File: src/rtl/axi_lite_join_cut_pkg.sv
// Shared types and constants for the AXI-Lite join with per-channel cuts.
// Holds the lite channel payload structs, the bundled request/response
// structs, response encodings, channel indices and the spill-register
// state encoding.
package axi_lite_join_cut_pkg;

    localparam int unsigned AXI_ADDR_W = 32'd32;
    localparam int unsigned AXI_DATA_W = 32'd32;
    localparam int unsigned AXI_STRB_W = AXI_DATA_W / 32'd8;
    localparam int unsigned AXI_RESP_W = 32'd2;

    localparam logic [1:0] RESP_OKAY   = 2'b00;
    localparam logic [1:0] RESP_EXOKAY = 2'b01;
    localparam logic [1:0] RESP_SLVERR = 2'b10;
    localparam logic [1:0] RESP_DECERR = 2'b11;

    // Bit positions of each channel inside the cut mask.
    localparam int unsigned CH_AW = 32'd0;
    localparam int unsigned CH_W  = 32'd1;
    localparam int unsigned CH_B  = 32'd2;
    localparam int unsigned CH_AR = 32'd3;
    localparam int unsigned CH_R  = 32'd4;

    typedef struct packed {
        logic [AXI_ADDR_W-1:0] addr;
        logic [2:0]            prot;
    } aw_chan_t;

    typedef struct packed {
        logic [AXI_DATA_W-1:0] data;
        logic [AXI_STRB_W-1:0] strb;
    } w_chan_t;

    typedef struct packed {
        logic [AXI_RESP_W-1:0] resp;
    } b_chan_t;

    typedef struct packed {
        logic [AXI_ADDR_W-1:0] addr;
        logic [2:0]            prot;
    } ar_chan_t;

    typedef struct packed {
        logic [AXI_DATA_W-1:0] data;
        logic [AXI_RESP_W-1:0] resp;
    } r_chan_t;

    typedef struct packed {
        aw_chan_t aw;
        logic     aw_valid;
        w_chan_t  w;
        logic     w_valid;
        logic     b_ready;
        ar_chan_t ar;
        logic     ar_valid;
        logic     r_ready;
    } axi_req_t;

    typedef struct packed {
        logic     aw_ready;
        logic     w_ready;
        b_chan_t  b;
        logic     b_valid;
        logic     ar_ready;
        r_chan_t  r;
        logic     r_valid;
    } axi_resp_t;

    // Spill register occupancy: EMPTY, ONE (slot A full), TWO (A and B full).
    typedef enum logic [1:0] {
        SPILL_EMPTY = 2'd0,
        SPILL_ONE   = 2'd1,
        SPILL_TWO   = 2'd2
    } spill_state_e;

    // Returns 1 when the given channel is selected for a register cut.
    function automatic logic is_cut(input logic [31:0] mask, input int unsigned ch);
        return mask[ch];
    endfunction

endpackage

File: src/rtl/axi_lite_join_cut_if.sv
// AXI-Lite port bundle: one request struct and one response struct.
// The master side drives requests, the slave side drives responses.
interface axi_lite_join_cut_if;
    import axi_lite_join_cut_pkg::*;

    axi_req_t  req;
    axi_resp_t resp;

    modport master (output req, input resp);
    modport slave  (input req, output resp);
endinterface

File: src/rtl/axi_lite_join_cut_spill_reg.sv
// Two-entry spill register for one valid/ready channel.
// Slot A feeds the output; slot B absorbs the beat that arrives while the
// output is stalled. in_ready depends only on the slot-B state, so no
// combinational path runs from out_ready back to in_ready. With Bypass set
// the channel is plain wires.
module axi_lite_join_cut_spill_reg
    import axi_lite_join_cut_pkg::*;
#(
    parameter bit  Bypass = 1'b0,
    parameter type T      = logic
) (
    input  logic clk,
    input  logic rst_n,
    input  logic in_valid,
    output logic in_ready,
    input  T     in_data,
    output logic out_valid,
    input  logic out_ready,
    output T     out_data
);

    if (Bypass) begin : g_bypass
        logic unused_clk_rst_s;
        assign unused_clk_rst_s = clk ^ rst_n;
        assign out_valid        = in_valid;
        assign in_ready         = out_ready;
        assign out_data         = in_data;
    end else begin : g_cut
        spill_state_e state_r;
        spill_state_e state_nxt_s;
        T             a_data_r;
        T             b_data_r;
        logic         a_load_in_s;
        logic         a_load_b_s;
        logic         b_load_in_s;

        // Occupancy state register.
        always_ff @(posedge clk or negedge rst_n) begin
            if (!rst_n) begin
                state_r <= SPILL_EMPTY;
            end else begin
                state_r <= state_nxt_s;
            end
        end

        // Next occupancy and slot load strobes from the two handshakes.
        always_comb begin
            state_nxt_s = state_r;
            a_load_in_s = 1'b0;
            a_load_b_s  = 1'b0;
            b_load_in_s = 1'b0;
            case (state_r)
                SPILL_EMPTY: begin
                    if (in_valid) begin
                        a_load_in_s = 1'b1;
                        state_nxt_s = SPILL_ONE;
                    end else begin
                        state_nxt_s = SPILL_EMPTY;
                    end
                end
                SPILL_ONE: begin
                    if (in_valid && out_ready) begin
                        a_load_in_s = 1'b1;
                        state_nxt_s = SPILL_ONE;
                    end else if (in_valid) begin
                        b_load_in_s = 1'b1;
                        state_nxt_s = SPILL_TWO;
                    end else if (out_ready) begin
                        state_nxt_s = SPILL_EMPTY;
                    end else begin
                        state_nxt_s = SPILL_ONE;
                    end
                end
                SPILL_TWO: begin
                    if (out_ready) begin
                        a_load_b_s  = 1'b1;
                        state_nxt_s = SPILL_ONE;
                    end else begin
                        state_nxt_s = SPILL_TWO;
                    end
                end
                default: begin
                    state_nxt_s = SPILL_EMPTY;
                end
            endcase
        end

        // Output slot: takes a fresh input beat or the spilled beat from B.
        always_ff @(posedge clk or negedge rst_n) begin
            if (!rst_n) begin
                a_data_r <= '0;
            end else if (a_load_in_s) begin
                a_data_r <= in_data;
            end else if (a_load_b_s) begin
                a_data_r <= b_data_r;
            end else begin
                a_data_r <= a_data_r;
            end
        end

        // Overflow slot: filled when A is stalled, cleared when it drains into A.
        always_ff @(posedge clk or negedge rst_n) begin
            if (!rst_n) begin
                b_data_r <= '0;
            end else if (b_load_in_s) begin
                b_data_r <= in_data;
            end else if (a_load_b_s) begin
                b_data_r <= '0;
            end else begin
                b_data_r <= b_data_r;
            end
        end

        assign out_valid = (state_r != SPILL_EMPTY);
        assign in_ready  = (state_r != SPILL_TWO);
        assign out_data  = a_data_r;
    end

endmodule

File: src/rtl/axi_lite_join_cut.sv
// AXI-Lite join with an optional spill-register cut on each of the five
// channels. A set bit in CutMask ({R,AR,B,W,AW} = bits 4..0) puts a
// one-cycle, full-throughput register stage on that channel; a clear bit
// leaves it as wires. Channels are independent; AW/W ordering is not
// enforced here.
module axi_lite_join_cut
    import axi_lite_join_cut_pkg::*;
#(
    parameter int unsigned AddrWidth = AXI_ADDR_W,
    parameter int unsigned DataWidth = AXI_DATA_W,
    parameter int unsigned CutMask   = 32'h0000_001F
) (
    input  logic                 clk_i,
    input  logic                 rst_ni,
    axi_lite_join_cut_if.slave   slv,
    axi_lite_join_cut_if.master  mst
);

    // Elaboration-time parameter sanity.
    if ((DataWidth % 32'd8) != 32'd0 || DataWidth < 32'd32) begin : g_bad_data_width
        $error("axi_lite_join_cut: DataWidth must be a multiple of 8 and at least 32");
    end
    if (DataWidth != AXI_DATA_W || AddrWidth != AXI_ADDR_W) begin : g_bad_struct_width
        $error("axi_lite_join_cut: widths must match the shared channel structs");
    end
    if (CutMask >= 32'd32) begin : g_bad_cut_mask
        $error("axi_lite_join_cut: CutMask must be below 32");
    end

    aw_chan_t mst_aw_s;
    logic     mst_aw_valid_s;
    logic     slv_aw_ready_s;
    w_chan_t  mst_w_s;
    logic     mst_w_valid_s;
    logic     slv_w_ready_s;
    b_chan_t  slv_b_s;
    logic     slv_b_valid_s;
    logic     mst_b_ready_s;
    ar_chan_t mst_ar_s;
    logic     mst_ar_valid_s;
    logic     slv_ar_ready_s;
    r_chan_t  slv_r_s;
    logic     slv_r_valid_s;
    logic     mst_r_ready_s;

    axi_lite_join_cut_spill_reg #(
        .Bypass (!is_cut(CutMask, CH_AW)),
        .T      (aw_chan_t)
    ) u_aw (
        .clk       (clk_i),
        .rst_n     (rst_ni),
        .in_valid  (slv.req.aw_valid),
        .in_ready  (slv_aw_ready_s),
        .in_data   (slv.req.aw),
        .out_valid (mst_aw_valid_s),
        .out_ready (mst.resp.aw_ready),
        .out_data  (mst_aw_s)
    );

    axi_lite_join_cut_spill_reg #(
        .Bypass (!is_cut(CutMask, CH_W)),
        .T      (w_chan_t)
    ) u_w (
        .clk       (clk_i),
        .rst_n     (rst_ni),
        .in_valid  (slv.req.w_valid),
        .in_ready  (slv_w_ready_s),
        .in_data   (slv.req.w),
        .out_valid (mst_w_valid_s),
        .out_ready (mst.resp.w_ready),
        .out_data  (mst_w_s)
    );

    // Response channels flow from the downstream slave to the upstream master.
    axi_lite_join_cut_spill_reg #(
        .Bypass (!is_cut(CutMask, CH_B)),
        .T      (b_chan_t)
    ) u_b (
        .clk       (clk_i),
        .rst_n     (rst_ni),
        .in_valid  (mst.resp.b_valid),
        .in_ready  (mst_b_ready_s),
        .in_data   (mst.resp.b),
        .out_valid (slv_b_valid_s),
        .out_ready (slv.req.b_ready),
        .out_data  (slv_b_s)
    );

    axi_lite_join_cut_spill_reg #(
        .Bypass (!is_cut(CutMask, CH_AR)),
        .T      (ar_chan_t)
    ) u_ar (
        .clk       (clk_i),
        .rst_n     (rst_ni),
        .in_valid  (slv.req.ar_valid),
        .in_ready  (slv_ar_ready_s),
        .in_data   (slv.req.ar),
        .out_valid (mst_ar_valid_s),
        .out_ready (mst.resp.ar_ready),
        .out_data  (mst_ar_s)
    );

    axi_lite_join_cut_spill_reg #(
        .Bypass (!is_cut(CutMask, CH_R)),
        .T      (r_chan_t)
    ) u_r (
        .clk       (clk_i),
        .rst_n     (rst_ni),
        .in_valid  (mst.resp.r_valid),
        .in_ready  (mst_r_ready_s),
        .in_data   (mst.resp.r),
        .out_valid (slv_r_valid_s),
        .out_ready (slv.req.r_ready),
        .out_data  (slv_r_s)
    );

    assign mst.req = '{
        aw:       mst_aw_s,
        aw_valid: mst_aw_valid_s,
        w:        mst_w_s,
        w_valid:  mst_w_valid_s,
        b_ready:  mst_b_ready_s,
        ar:       mst_ar_s,
        ar_valid: mst_ar_valid_s,
        r_ready:  mst_r_ready_s
    };

    assign slv.resp = '{
        aw_ready: slv_aw_ready_s,
        w_ready:  slv_w_ready_s,
        b:        slv_b_s,
        b_valid:  slv_b_valid_s,
        ar_ready: slv_ar_ready_s,
        r:        slv_r_s,
        r_valid:  slv_r_valid_s
    };

endmodule
File: src/flat_wrapper.sv
// flat-port wrapper written by rule: the top's interface ports become plain ports
module axi_lite_join_cut_flat import axi_lite_join_cut_pkg::*;
#(
    parameter int unsigned AddrWidth = AXI_ADDR_W,
    parameter int unsigned DataWidth = AXI_DATA_W,
    parameter int unsigned CutMask   = 32'h0000_001F
)
  (clk_i, rst_ni, slv_req, slv_resp, mst_req, mst_resp);
  axi_lite_join_cut_if slv_i ();
  axi_lite_join_cut_if mst_i ();
  input  logic clk_i;
  input  logic rst_ni;
  input wire logic [$bits(slv_i.req)-1:0] slv_req;
  output wire logic [$bits(slv_i.resp)-1:0] slv_resp;
  output wire logic [$bits(mst_i.req)-1:0] mst_req;
  input wire logic [$bits(mst_i.resp)-1:0] mst_resp;
  assign slv_i.req = slv_req;
  assign slv_resp = slv_i.resp;
  assign mst_req = mst_i.req;
  assign mst_i.resp = mst_resp;
  axi_lite_join_cut #(.AddrWidth(AddrWidth), .DataWidth(DataWidth), .CutMask(CutMask)) u_core (.clk_i(clk_i), .rst_ni(rst_ni), .slv(slv_i), .mst(mst_i));
endmodule
File: config.mk
export PLATFORM = sky130hd
export DESIGN_NAME = axi_lite_join_cut_flat
export DESIGN_NICKNAME = d
export VERILOG_FILES = /design/src/rtl/axi_lite_join_cut_pkg.sv /design/src/rtl/axi_lite_join_cut_if.sv /design/src/rtl/axi_lite_join_cut_spill_reg.sv /design/src/rtl/axi_lite_join_cut.sv /design/src/flat_wrapper.sv
export SDC_FILE = /design/constraint.sdc
export NUM_CORES = 1
export LEC_CHECK = 0
export CELL_PAD_IN_SITES_DETAIL_PLACEMENT = 0
export CELL_PAD_IN_SITES_GLOBAL_PLACEMENT = 2
export CORE_MARGIN = 3
export CORE_UTILIZATION = 36
export CTS_BUF_LIST = sky130_fd_sc_hd__clkbuf_2 sky130_fd_sc_hd__clkbuf_4 sky130_fd_sc_hd__clkbuf_8
export DETAILED_ROUTE_END_ITERATION = 7
export GPL_TIMING_DRIVEN = 1
export PLACE_DENSITY_LB_ADDON = 0.1
export SYNTH_ARGS = -nofsm -noshare
export SYNTH_HDL_FRONTEND = slang
export SYNTH_SLANG_ARGS = --single-unit
File: constraint.sdc
create_clock -name clk_i -period 2.15 [get_ports clk_i]
set_input_delay 0.645 -clock clk_i [delete_from_list [all_inputs] [get_ports clk_i]]
set_output_delay 0.645 -clock clk_i [all_outputs]
set_load 0.005 [all_outputs]
==> results of run 1 <==
cell families (layout without fill, tap and decap cells):
group                      Yosys count  in the layout  synth area share, %
muxes                              437            437                 31.3
DFF                                294            294                 52.5
AOI/OAI and AO/OA                  157            157                 9.88
buffers and inverters               97            548                 4.32
and+or+nand+nor                     27             27                 1.13
adders and majority gates           10             10                0.893
other                                0              1                    0
report_power, final:
group / switching (mW) / internal, mW / leakage (nW)
Sequential: 1.70 / 8.21 / 3.60
Clock: 2.31 / 2.94 / 0.552
Combinational: 4.32 / 6.16 / 5.72
Total: 8.33 / 17.3 / 9.87
layout make-up:
type,count,area share (%)
Antenna cell,1,0.0128
Clock buffer,82,5.15
Clock inverter,3,0.0765
Inverter,8,0.153
Multi-Input combinational cell,631,31.2
Sequential cell,294,37.6
Tap cell,511,3.26
Timing Repair Buffer,455,22.6
cells in the final DEF, fill, tap and decap left out, types with 2 or more instances in the layout:
| cell type | Yosys | routed |
|---|---|---|
| inv_2 | 0 | 2 |
| nor3_1 | 2 | 2 |
| and3b_1 | 3 | 3 |
| mux2i_4 | 1 | 4 |
| a31oi_4 | 2 | 2 |
| dfrtp_2 | 0 | 7 |
| o22ai_1 | 2 | 2 |
| or2_2 | 5 | 2 |
| nand2b_2 | 0 | 4 |
| nand2_1 | 6 | 5 |
| buf_2 | 30 | 4 |
| nand2b_1 | 7 | 2 |
| buf_12 | 0 | 31 |
| clkbuf_8 | 0 | 63 |
| buf_8 | 0 | 2 |
| dfrtp_1 | 294 | 287 |
| a21oi_1 | 3 | 3 |
| buf_4 | 40 | 116 |
| clkinv_2 | 0 | 3 |
| inv_1 | 8 | 6 |
| buf_6 | 7 | 4 |
| ha_1 | 10 | 10 |
| or2_4 | 0 | 3 |
| mux2i_1 | 436 | 433 |
| a22o_1 | 140 | 140 |
| dlymetal6s2s_1 | 0 | 7 |
| nor2b_1 | 3 | 2 |
| clkdlybuf4s50_1 | 0 | 162 |
| clkbuf_4 | 0 | 19 |
| o21bai_1 | 3 | 3 |
| a211oi_1 | 3 | 3 |
| dlygate4sd2_1 | 0 | 126 |
state kept, by name, indices dropped and copies added (netlist names):
name	flops
u_core.u_w.out_data	36
u_core.u_b.g_cut.state_r	2
u_core.u_r.g_cut.b_data_r	34
u_core.u_ar.out_data	35
u_core.u_r.g_cut.state_r	2
u_core.u_r.out_data	34
u_core.u_ar.g_cut.state_r	2
u_core.u_aw.out_data	35
u_core.u_aw.g_cut.b_data_r	35
u_core.u_ar.g_cut.b_data_r	35
u_core.u_w.g_cut.b_data_r	36
u_core.u_b.g_cut.b_data_r	2
u_core.u_aw.g_cut.state_r	2
u_core.u_w.g_cut.state_r	2
u_core.u_b.out_data	2
metrics by stage:
stage          setup TNS (ns)  utilization [%]
2_1_floorplan               0                -
3_3_place_gp           -22.86             47.5
3_5_place_dp           -30.49             47.5
4_1_cts                     0             51.4
5_1_grt               -0.0146             51.6
6_report                    0             51.6
worst paths after layout:
check / start / to / slack, ns / depth (start not counted)
worst max-delay path: u_core.u_w.out_data[11] / mst_req[50] / 0.05 / 1
max in group asynchronous: rst_ni / u_core.u_r.out_data[29] / 0.87 / 4
min in group asynchronous: rst_ni / u_core.u_r.out_data[22] / 0.55 / 2
worst min-delay path: u_core.u_aw.g_cut.b_data_r[5] / u_core.u_aw.g_cut.b_data_r[5] / 0.50 / 1
worst max register to register: u_core.u_r.g_cut.state_r[1] / u_core.u_r.g_cut.b_data_r[9] / 0.39 / 5
worst min register to register: u_core.u_aw.g_cut.b_data_r[5] / u_core.u_aw.g_cut.b_data_r[5] / 0.50 / 1
timing repair:
action | CTS | global route
cloned | 0 | 0
endpoints found under the setup margin | 152 | 13
buffers inserted | 79 | 4
endpoints found under the hold margin | 24 | 0
resized for setup | 174 | 10
hold buffers | 1 | 0
layer usage:
metal,part of all wire [%],global-route usage (%),vias up
li1,-,-,4655
met1,44,25.2,5121
met2,48,31.4,235
met3,6.4,5.36,59
met4,1.9,5.21,4
met5,0.085,0,-
==> summary.md, run 1 <==
| Metric | Value |
|---|---|
| Initial antenna violation count | 2 |
| Worst Path Class, Setup | flip-flop to output pin |
| Number of I/O port buffers | about 300 |
| Slowest Stage Delay on Critical Path | 0.51 ns |
| Top-count cell post-synth | mux2i_1 |
| Mapped Area | around 14000 µm² |
| Critical Path End Type | output pin |
| VDD IR max | roughly 700 µV |
| Share of cells above drive strength 1 | 18.5% |
| Ys async rst share | 100% |
| Critical path's slowest cell | clkdlybuf4s50_1 |
| GRT Overall Usage | between 15 and 20% |
| 1st-pass router iterations | 4 |
| Clock Skews | approximately 0.013 ns |
| Final Hold Fails | 0 |
| Placer Congestion | 0.720 |
| Worst-case hold slack | slightly below 0.5 ns |
| Final worst path period need | approximately 2.1 ns |
| Vias in the first global route | approximately 11000 |
| Routed Antenna Nets | 0 |
| Post-synth EDFFs | 0 |
| Die width | just over 200 µm |
| Max-cap violations | 0 |
| Netlist cell types | 28 |
| Area growth syn-to-layout | 39.9% |
| Die H | ~200 µm |
| Peak Freq | about 0.48 GHz |
| Root buf cell | clkbuf_8 |
| Post-synth top flop | dfrtp_1 |
| Overflow after GRT | 0 |
| TritonCTS Sinks | approximately 300 |
| # IOs | just over 300 |
| Synth top cells by count | mux2i_1, dfrtp_1, a22o_1, buf_4, buf_2 |
| Number of buffers created by CTS | between 50 and 60 |
| P_leak | 9.87 nW |
| Drt wl/cell | about 20 µm |
| Final instance area | around 20000 µm² |
| CORE AREA | approximately 38000 µm² |
| Total number of vias | around 10000 |
| Final Worst Setup Slack | ~0.053 ns |
| Crit Path Max Fanout | 2 |
| Clock Path Buffers | 3 |
| Final slew viol count | 0 |
| Hold WC Path Type | flip-flop to flip-flop |
| Syn_nets | roughly 1200 |
| Fill count | 3469 |
| Share of the synthesized area in the top cell type | a little over half |
| Crit path required time | 1.50 ns |
| Area of the multi-input gates | ~6100 µm² |
| Synth warn | 0 |
| H-Tree Depth | 2 |
| Synthesis-stage register bit count | between 200 and 300 |
| CTS tree | done |
| First-iteration detailed-routing DRC count | roughly 350 |
| Avg Inst Size Synth | 13.7 µm² |
| Register Area | 7370 µm² |
| DRC errors left | 0 |
| Final WL | approximately 40 mm |
| Tot Pwr | approximately 26 mW |
| Post-Syn Instances | a little over 1000 |
| Relative max-transition margin | roughly 55% |
| First-pass GRT wire length | about 63 mm |
| Fin nets | 1606 |
| Drt via density | 5.08 |
| Final setup viols | 0 |
| Worst setup SP type | flip-flop |
| Clock Latency Late Sink | 0.60 ns |
| Register area share after synthesis | a little over half |
| Largest net degree at the start of global routing | between 40 and 50 |
| Placed Cells | approximately 1800 |
| Outcome | completed |
| CP delay by family, top | buffers and inverters |
| FP Rows | between 70 and 80 |
| Worst slew pin tran | slightly below 0.7 ns |
| Worst path bufs/invs | 1 |
| Starting Density | between 30% and 40% |
| Crit-path cells | clkdlybuf4s50_1 |
| Fin crit share | between 90% and 100% |
| Worst EP arrival | about 1.5 ns |
| Power Density | roughly 1300 nW/µm² |
| Worst slack, placed | -0.177 ns |
| Finished Layout Cells | around 2000 |
| Clk slew on worst S/H paths | 0.06 ns |
| Largest area contributor in the synthesized netlist | dfrtp_1 |
| Die area | between 40000 and 50000 µm² |
| Dpl hpwl | 26.0 mm |
| Largest cells by area after synthesis | dfrtp_1, mux2i_1, a22o_1, buf_4, buf_2 |
| Placed cell areas | between 15000 and 20000 µm² |
No activity file was read; power rests on OpenSTA's default activity.
==> inputs of run 2 (changes only) <==
- CTS_CLUSTER_DIAMETER: unset -> 60
- GPL_TIMING_DRIVEN: 1 -> 0
==> run 2 against run 1 <==
Against the previous run:
- the run now ends with negative setup slack left
- count of clock-buffer cells in the layout is 6 higher
- clock power rose by 5.1%
- power down 0.12%
- non-clock buffer count rose by 27
- global-route usage hardly changed
- critical path type unchanged
- critical endpoint is now slv_resp[35]
==> summary.md, run 2 (synthesis results as in run 1) <==
| Metric | Value |
|---|---|
| Starting Density | 36.9% (unchanged) |
| Dpl hpwl | 26.3 mm (+1.1%) |
| Final worst path period need | 2.17 ns (+0.0770 ns) |
| CP delay by family, top | flip-flops |
| Register-to-Register Path Depth | 14 (+9) |
| Worst-case hold slack | 0.494 ns (-0.00237 ns) |
| Crit path required time | 1.50 ns (about the same) |
| Clk slew on worst S/H paths | 0.06 ns (about the same) |
| Clock power share | 21.6% (+1.1 points) |
| CTS tree | done |
| Placer Congestion | 0.737 (+2.4%) |
| Comb pwr share | 39.8% (-1.1 points) |
| Worst slew pin tran | 0.876 ns (+0.204 ns) |
| Worst r2r dst | u_core.u_ar.g_cut.state_r[0] |
| Slowest Stage Delay on Critical Path | 0.40 ns (-0.11 ns) |
| Clock Skews | 0.0155 ns (+0.00266 ns) |
| Worst slack, placed | -0.550 ns (-0.373 ns) |
| Most used cell, CP | buf_6 |
| Clock Latency Late Sink | 0.60 ns (about the same) |
| Outcome | finished, violations left |
| Violated checks | negative setup slack |
| Area growth syn-to-layout | 39.0% |
| Final Hold Fails | 0 (unchanged) |
| Hold Path Sink | u_core.u_ar.g_cut.b_data_r[6] |
| Largest net degree at the start of global routing | 93 (+120%) |
| Number of I/O port buffers | 305 (unchanged) |
| H-Tree Depth | 2 (unchanged) |
| Final slew viol count | 0 (unchanged) |
| GRT Overall Usage | 19.2% (about the same) |
| Fin nets | 1634 (+1.7%) |
| Root buf cell | clkbuf_8 |
| Crit Path Max Fanout | 2 (unchanged) |
| Switching Share | 32.3% (-0.20 points) |
| Die H | 203 µm (unchanged) |
| Clock Path Buffers | 3 (unchanged) |
| First-pass GRT wire length | 63.3 mm (about the same) |
| Register Area | 7360 µm² (about the same) |
| P_leak | 9.85 nW (-0.22%) |
| Routed Antenna Nets | 0 (unchanged) |
| Final setup viols | 1 (+1) |
| Worst EP arrival | 1.53 ns (+0.08 ns) |
| Switching power | 8.27 mW (-0.72%) |
| Number of buffers created by CTS | 53 (+1.9%) |
| R2r setup slk | 0 ns (-0.39 ns) |
| Final Worst Setup Slack | -0.0244 ns (-0.0770 ns) |
| RSZ-0062 raised after global routing | true |
| Area of the multi-input gates | 6100 µm² (-0.43%) |
| Sequential Power Share | 38.6% (about the same) |
| Worst Path Class, Setup | flip-flop to output pin |
| Final WL | 39.9 mm (-0.70%) |
| Fill count | 3517 (+1.4%) |
| Hold Path Stages | 1 (unchanged) |
| Crit-path cells | buf_6 -> nor2b_4 -> inv_2 -> buf_6 -> buf_6 |
| Power Density | 1310 nW/µm² (+0.55%) |
| Total number of vias | 10100 (+0.36%) |
| Overflow after GRT | 0 (unchanged) |
| Relative max-transition margin | 41.6% (-14 points) |
| First-iteration detailed-routing DRC count | 388 (+12%) |
| Share of cells above drive strength 1 | 19.4% (+0.94 points) |
| CORE AREA | 38000 µm² (unchanged) |
| Commonest non-fill, non-tap cell in the layout | mux2i_1 |
| FP Rows | 71 (unchanged) |
| Worst r2r src | u_core.u_ar.g_cut.state_r[1] |
| Hold WC Path Type | flip-flop to flip-flop |
| Vias in the first global route | 10900 (+0.046%) |
| Die area | 41300 µm² (unchanged) |
| 1st-pass router iterations | 4 (unchanged) |
| Drt via density | 5.01 (-1.3%) |
| Drt wl/cell | 19.8 µm (-2.3%) |
| Worst path bufs/invs | 4 (+3) |
| DRC errors left | 0 (unchanged) |
| Initial antenna violation count | 4 (+2) |
| Most frequent cells in the layout | mux2i_1, dfrtp_1, clkdlybuf4s50_1, a22o_1, dlygate4sd2_1 |
| Hold_sp | u_core.u_ar.g_cut.b_data_r[6] |
| Critical path's slowest cell | dfrtp_1 |
| Critical Path End Type | output pin |
| TritonCTS Sinks | 294 (unchanged) |
| Peak Freq | 0.460 GHz (-3.5%) |
| Die width | 203 µm (unchanged) |
| Worst setup SP type | flip-flop |
| Max-cap violations | 0 (unchanged) |
| # IOs | 306 (unchanged) |
| VDD IR max | 695 µV (+1.2%) |
| Fin crit share | 101% (+3.6 points) |
| Internal power | 17.3 mW (+0.17%) |
run 2: cell count changes in the layout (fill, tap and decap cells not counted), sizes merged:
cell,delta
dlymetal6s2s,-7
diode,+1
clkbuf,+16
clkinv,-2
buf,+19
clkdlybuf4s50,-8
dlygate4sd2,+14
bufinv,+1
clkdlybuf4s15,-1
run 2: metal layers:
| metal | track usage [%] | wire length (µm) |
|---|---|---|
| met1 | 26.1 | 18000 |
| met2 | 30.0 | 18300 |
| met3 | 5.57 | 2730 |
| met4 | 5.56 | 783 |
| met5 | 0 | 61 |
run 2: area by class of cell:
| class | instances | share of cell area (%) |
|---|---|---|
| clock buffer | 88 | 5.48 |
| buffer | 76 | 2.65 |
| timing repair buffer | 406 | 19.1 |
| sequential | 294 | 37.8 |
| tap | 511 | 3.28 |
| multi-input combinational | 631 | 31.3 |
| inverter | 8 | 0.154 |
| clock inverter | 2 | 0.180 |
| antenna | 2 | 0.0257 |
run 2: timing repair:
item	in CTS	in global routing
gates resized for setup	223	5
hold endpoints to repair	29	0
pin swaps	1	2
endpoints found under the setup margin	152	37
buffers inserted	93	5
hold buffers	1	0
run 2: worst max path at each step:
stage                                  from                        endpoint  slack (ns)  cells past startpoint
2_1_floorplan                  mst_resp[35]  u_core.u_ar.g_cut.b_data_r[10]        0.40                      7
3_3_place_gp                         rst_ni        u_core.u_aw.out_data[27]      -13.43                      1
3_5_place_dp                   mst_resp[35]  u_core.u_ar.g_cut.b_data_r[20]       -0.55                      8
4_1_cts        u_core.u_ar.g_cut.state_r[0]                    slv_resp[35]       -0.06                      5
5_1_grt        u_core.u_ar.g_cut.state_r[1]                    slv_resp[35]       -0.12                      5
6_report       u_core.u_ar.g_cut.state_r[1]                    slv_resp[35]       -0.02                      5
run 2: stage by stage:
step	total power, mW	instances	cell area [µm²]	setup TNS, ns	util, %
floorplan	15.1	1022	14000	0	-
global placement	19.9	1838	17700	-4038.14	46.6
detailed placement	20.1	1841	17800	-104.76	46.8
CTS	26.0	2015	19500	-0.217	51.2
global route	27.4	2016	19500	-0.441	51.2
finish	25.6	2018	19500	-0.0244	51.2
run 2: power by group through the flow:
stage / registers [mW] / logic [mW] / clock network, mW
2_1_floorplan: 9.84 / 5.24 / 0
3_3_place_gp: 10.1 / 9.83 / 0
3_5_place_dp: 10.1 / 10.0 / 0
4_1_cts: 9.86 / 10.3 / 5.76
5_1_grt: 10.2 / 11.2 / 5.98
6_report: 9.88 / 10.2 / 5.52
==> inputs of run 3 (changes only) <==
- PLACE_DENSITY_LB_ADDON: 0.1 -> 0.08
==> run 3 against run 2 <==
Against the previous run:
- the flow still finishes with violations (negative setup slack)
- global-route usage decreased by 0.32 points
- sequential power about the same
- clock skew increased by 0.0030 ns
- cell count about the same
- hold slack improved by 0.0010 ns
- clock power increased by 2%
- critical path depth decreased by 2
- worst setup slack improved by 0.024 ns
- non-clock buffer count decreased by 4
- die area unchanged
- combinational power about the same
- critical endpoint is now mst_req[75]
- largest cell class unchanged
- highest routed layer unchanged
==> summary.md, run 3 (synthesis results as in run 1) <==
| Metric | Value |
|---|---|
| 1st-pass router iterations | 4 (unchanged) |
| Comb pwr share | 39.6% (-0.2 points) |
| Outcome | finished, violations left |
| P_leak | 9.87 nW (+0.22%) |
| RSZ-0062 raised after global routing | true |
| Violated checks | negative setup slack |
| Power Density | 1320 nW/µm² (+0.12%) |
| Hold_sp | u_core.u_w.g_cut.b_data_r[13] |
| Final Worst Setup Slack | -0.000235 ns (+0.0242 ns) |
| Drt via density | 5.03 (+0.37%) |
| First-pass GRT wire length | 62.4 mm (-1.4%) |
| Final worst path period need | 2.15 ns (-0.0242 ns) |
| Hold WC Path Type | flip-flop to flip-flop |
| Number of buffers created by CTS | 54 (+1.9%) |
| Die width | 203 µm (unchanged) |
| Clock Latency Late Sink | 0.61 ns (about the same) |
| Area of the multi-input gates | 6110 µm² (about the same) |
| Placer Congestion | 0.766 (+3.8%) |
| Switching power | 8.28 mW (+0.14%) |
| # IOs | 306 (unchanged) |
| Vias in the first global route | 10800 (-0.60%) |
| Clock Path Buffers | 3 (unchanged) |
| Fin nets | 1631 (-0.18%) |
| Crit path required time | 1.50 ns (about the same) |
| Internal power | 17.4 mW (+0.10%) |
| Sequential Power Share | 38.5% (about the same) |
| Share of cells above drive strength 1 | 19.1% (-0.25 points) |
| Fin util | 51.2% (about the same) |
| Overflow after GRT | 0 (unchanged) |
| Routed Antenna Nets | 0 (unchanged) |
| FP Rows | 71 (unchanged) |
| Final WL | 39.7 mm (-0.41%) |
| Die area | 41300 µm² (unchanged) |
| Initial antenna violation count | 7 (+3) |
| DRC errors left | 0 (unchanged) |
| Fill count | 3488 (-0.82%) |
| Final slew viol count | 0 (unchanged) |
| Crit path launch | u_core.u_aw.g_cut.state_r[0] |
| Worst Path Class, Setup | flip-flop to output pin |
| Drt wl/cell | 19.7 µm (-0.36%) |
| Final TNS setup | -0.000235 ns (+0.0242 ns) |
| VDD IR max | 688 µV (-1.0%) |
| Final Hold Fails | 0 (unchanged) |
| Worst EP arrival | 1.51 ns (-0.02 ns) |
| Worst slew pin tran | 0.830 ns (-0.0460 ns) |
| Switching Share | 32.3% (about the same) |
| Root buf cell | clkbuf_8 |
| Clk slew on worst S/H paths | 0.06 ns (about the same) |
| H-Tree Depth | 2 (unchanged) |
| Commonest non-fill, non-tap cell in the layout | mux2i_1 |
| Starting Density | 36.9% (unchanged) |
| Final setup viols | 1 (unchanged) |
| CORE AREA | 38000 µm² (unchanged) |
| Largest net degree at the start of global routing | 79 (-15%) |
| Area growth syn-to-layout | 39.0% (about the same) |
| Most frequent cells in the layout | mux2i_1, dfrtp_1, clkdlybuf4s50_1, a22o_1, dlygate4sd2_1 |
| Max-cap violations | 0 (unchanged) |
| Die H | 203 µm (unchanged) |
| Dpl hpwl | 26.3 mm (+0.14%) |
| Register Area | 7360 µm² (about the same) |
| CTS tree | done |
| Total number of vias | 10100 (+0.32%) |
| Relative max-transition margin | 44.7% (+3.1 points) |
| First-iteration detailed-routing DRC count | 371 (-4.4%) |
| Worst setup SP type | flip-flop |
| Peak Freq | 0.465 GHz (+1.1%) |
| GRT Overall Usage | 18.9% (-0.32 points) |
| Clock Skews | 0.0185 ns (+0.00297 ns) |
| Crit Path Max Fanout | 4 (+2) |
| TritonCTS Sinks | 294 (unchanged) |
| Fin crit share | 100% (-1.1 points) |
| Clock power share | 21.9% (+0.3 points) |
| R2r setup slk | 0.06 ns (+0.06 ns) |
| Number of I/O port buffers | 305 (unchanged) |
| Worst r2r src | u_core.u_ar.g_cut.state_r[1] |
| Critical Path End Type | output pin |
run 3: path summary, 6_finish.rpt:
path / cells past startpoint / endpoint
max: 3 / mst_req[75]
min: 1 / u_core.u_w.g_cut.b_data_r[13]
max reg2reg: 14 / u_core.u_ar.g_cut.state_r[0]
min reg2reg: 1 / u_core.u_w.g_cut.b_data_r[13]
max in group asynchronous: 4 / u_core.u_w.out_data[33]
min in group asynchronous: 2 / u_core.u_ar.out_data[12]
run 3: final cells by class:
class	count	share of cell area [%]
clock buffer	93	5.83
multi-input combinational	631	31.3
buffer	75	2.59
sequential	294	37.8
antenna	2	0.0257
timing repair buffer	403	19.0
tap	511	3.28
inverter	8	0.154
run 3: routing by layer:
metal,track usage [%],share of wire [%],vias up
li1,-,-,4719
met1,25.4,45,5104
met2,29.5,46,247
met3,6.18,6.7,62
met4,5.04,2.1,10
met5,0,0.18,-
run 3: timing repair:
item	4_1_cts	5_1_grt
gates resized for setup	216	10
endpoints found under the hold margin	27	0
setup endpoints to repair	152	11
hold buffers	1	0
setup buffers	92	4
cloned	0	0
pin swaps	3	2
run 3: critical path, cell delays in order, from the launching register on:
cell and delay, ns:
dfrtp_1 0.40, buf_6 0.13, or2_4 0.25, buf_6 0.12
run 3: stage by stage:
step                      cells  setup slack [ns]  hold WS [ns]  power (mW)  area [µm²]
final                      2017         -0.000235         0.495        25.6       19500
after global routing       2017           -0.0799         0.509        27.5       19500
after CTS                  2016           -0.0616         0.500        26.0       19500
after detailed placement   1841            -0.553         0.480        20.1       17800
after global placement     1838            -13.41         0.481        19.9       17700
after floorplan            1022             0.396         0.349        15.1       14000
run 3: power by group through the flow:
stage / logic [mW] / registers, mW / clock network [mW]
global placement: 9.82 / 10.1 / 0
global route: 11.1 / 10.2 / 6.11
CTS: 10.3 / 9.86 / 5.86
floorplan: 5.24 / 9.84 / 0
finish: 10.2 / 9.87 / 5.61
detailed placement: 9.99 / 10.1 / 0
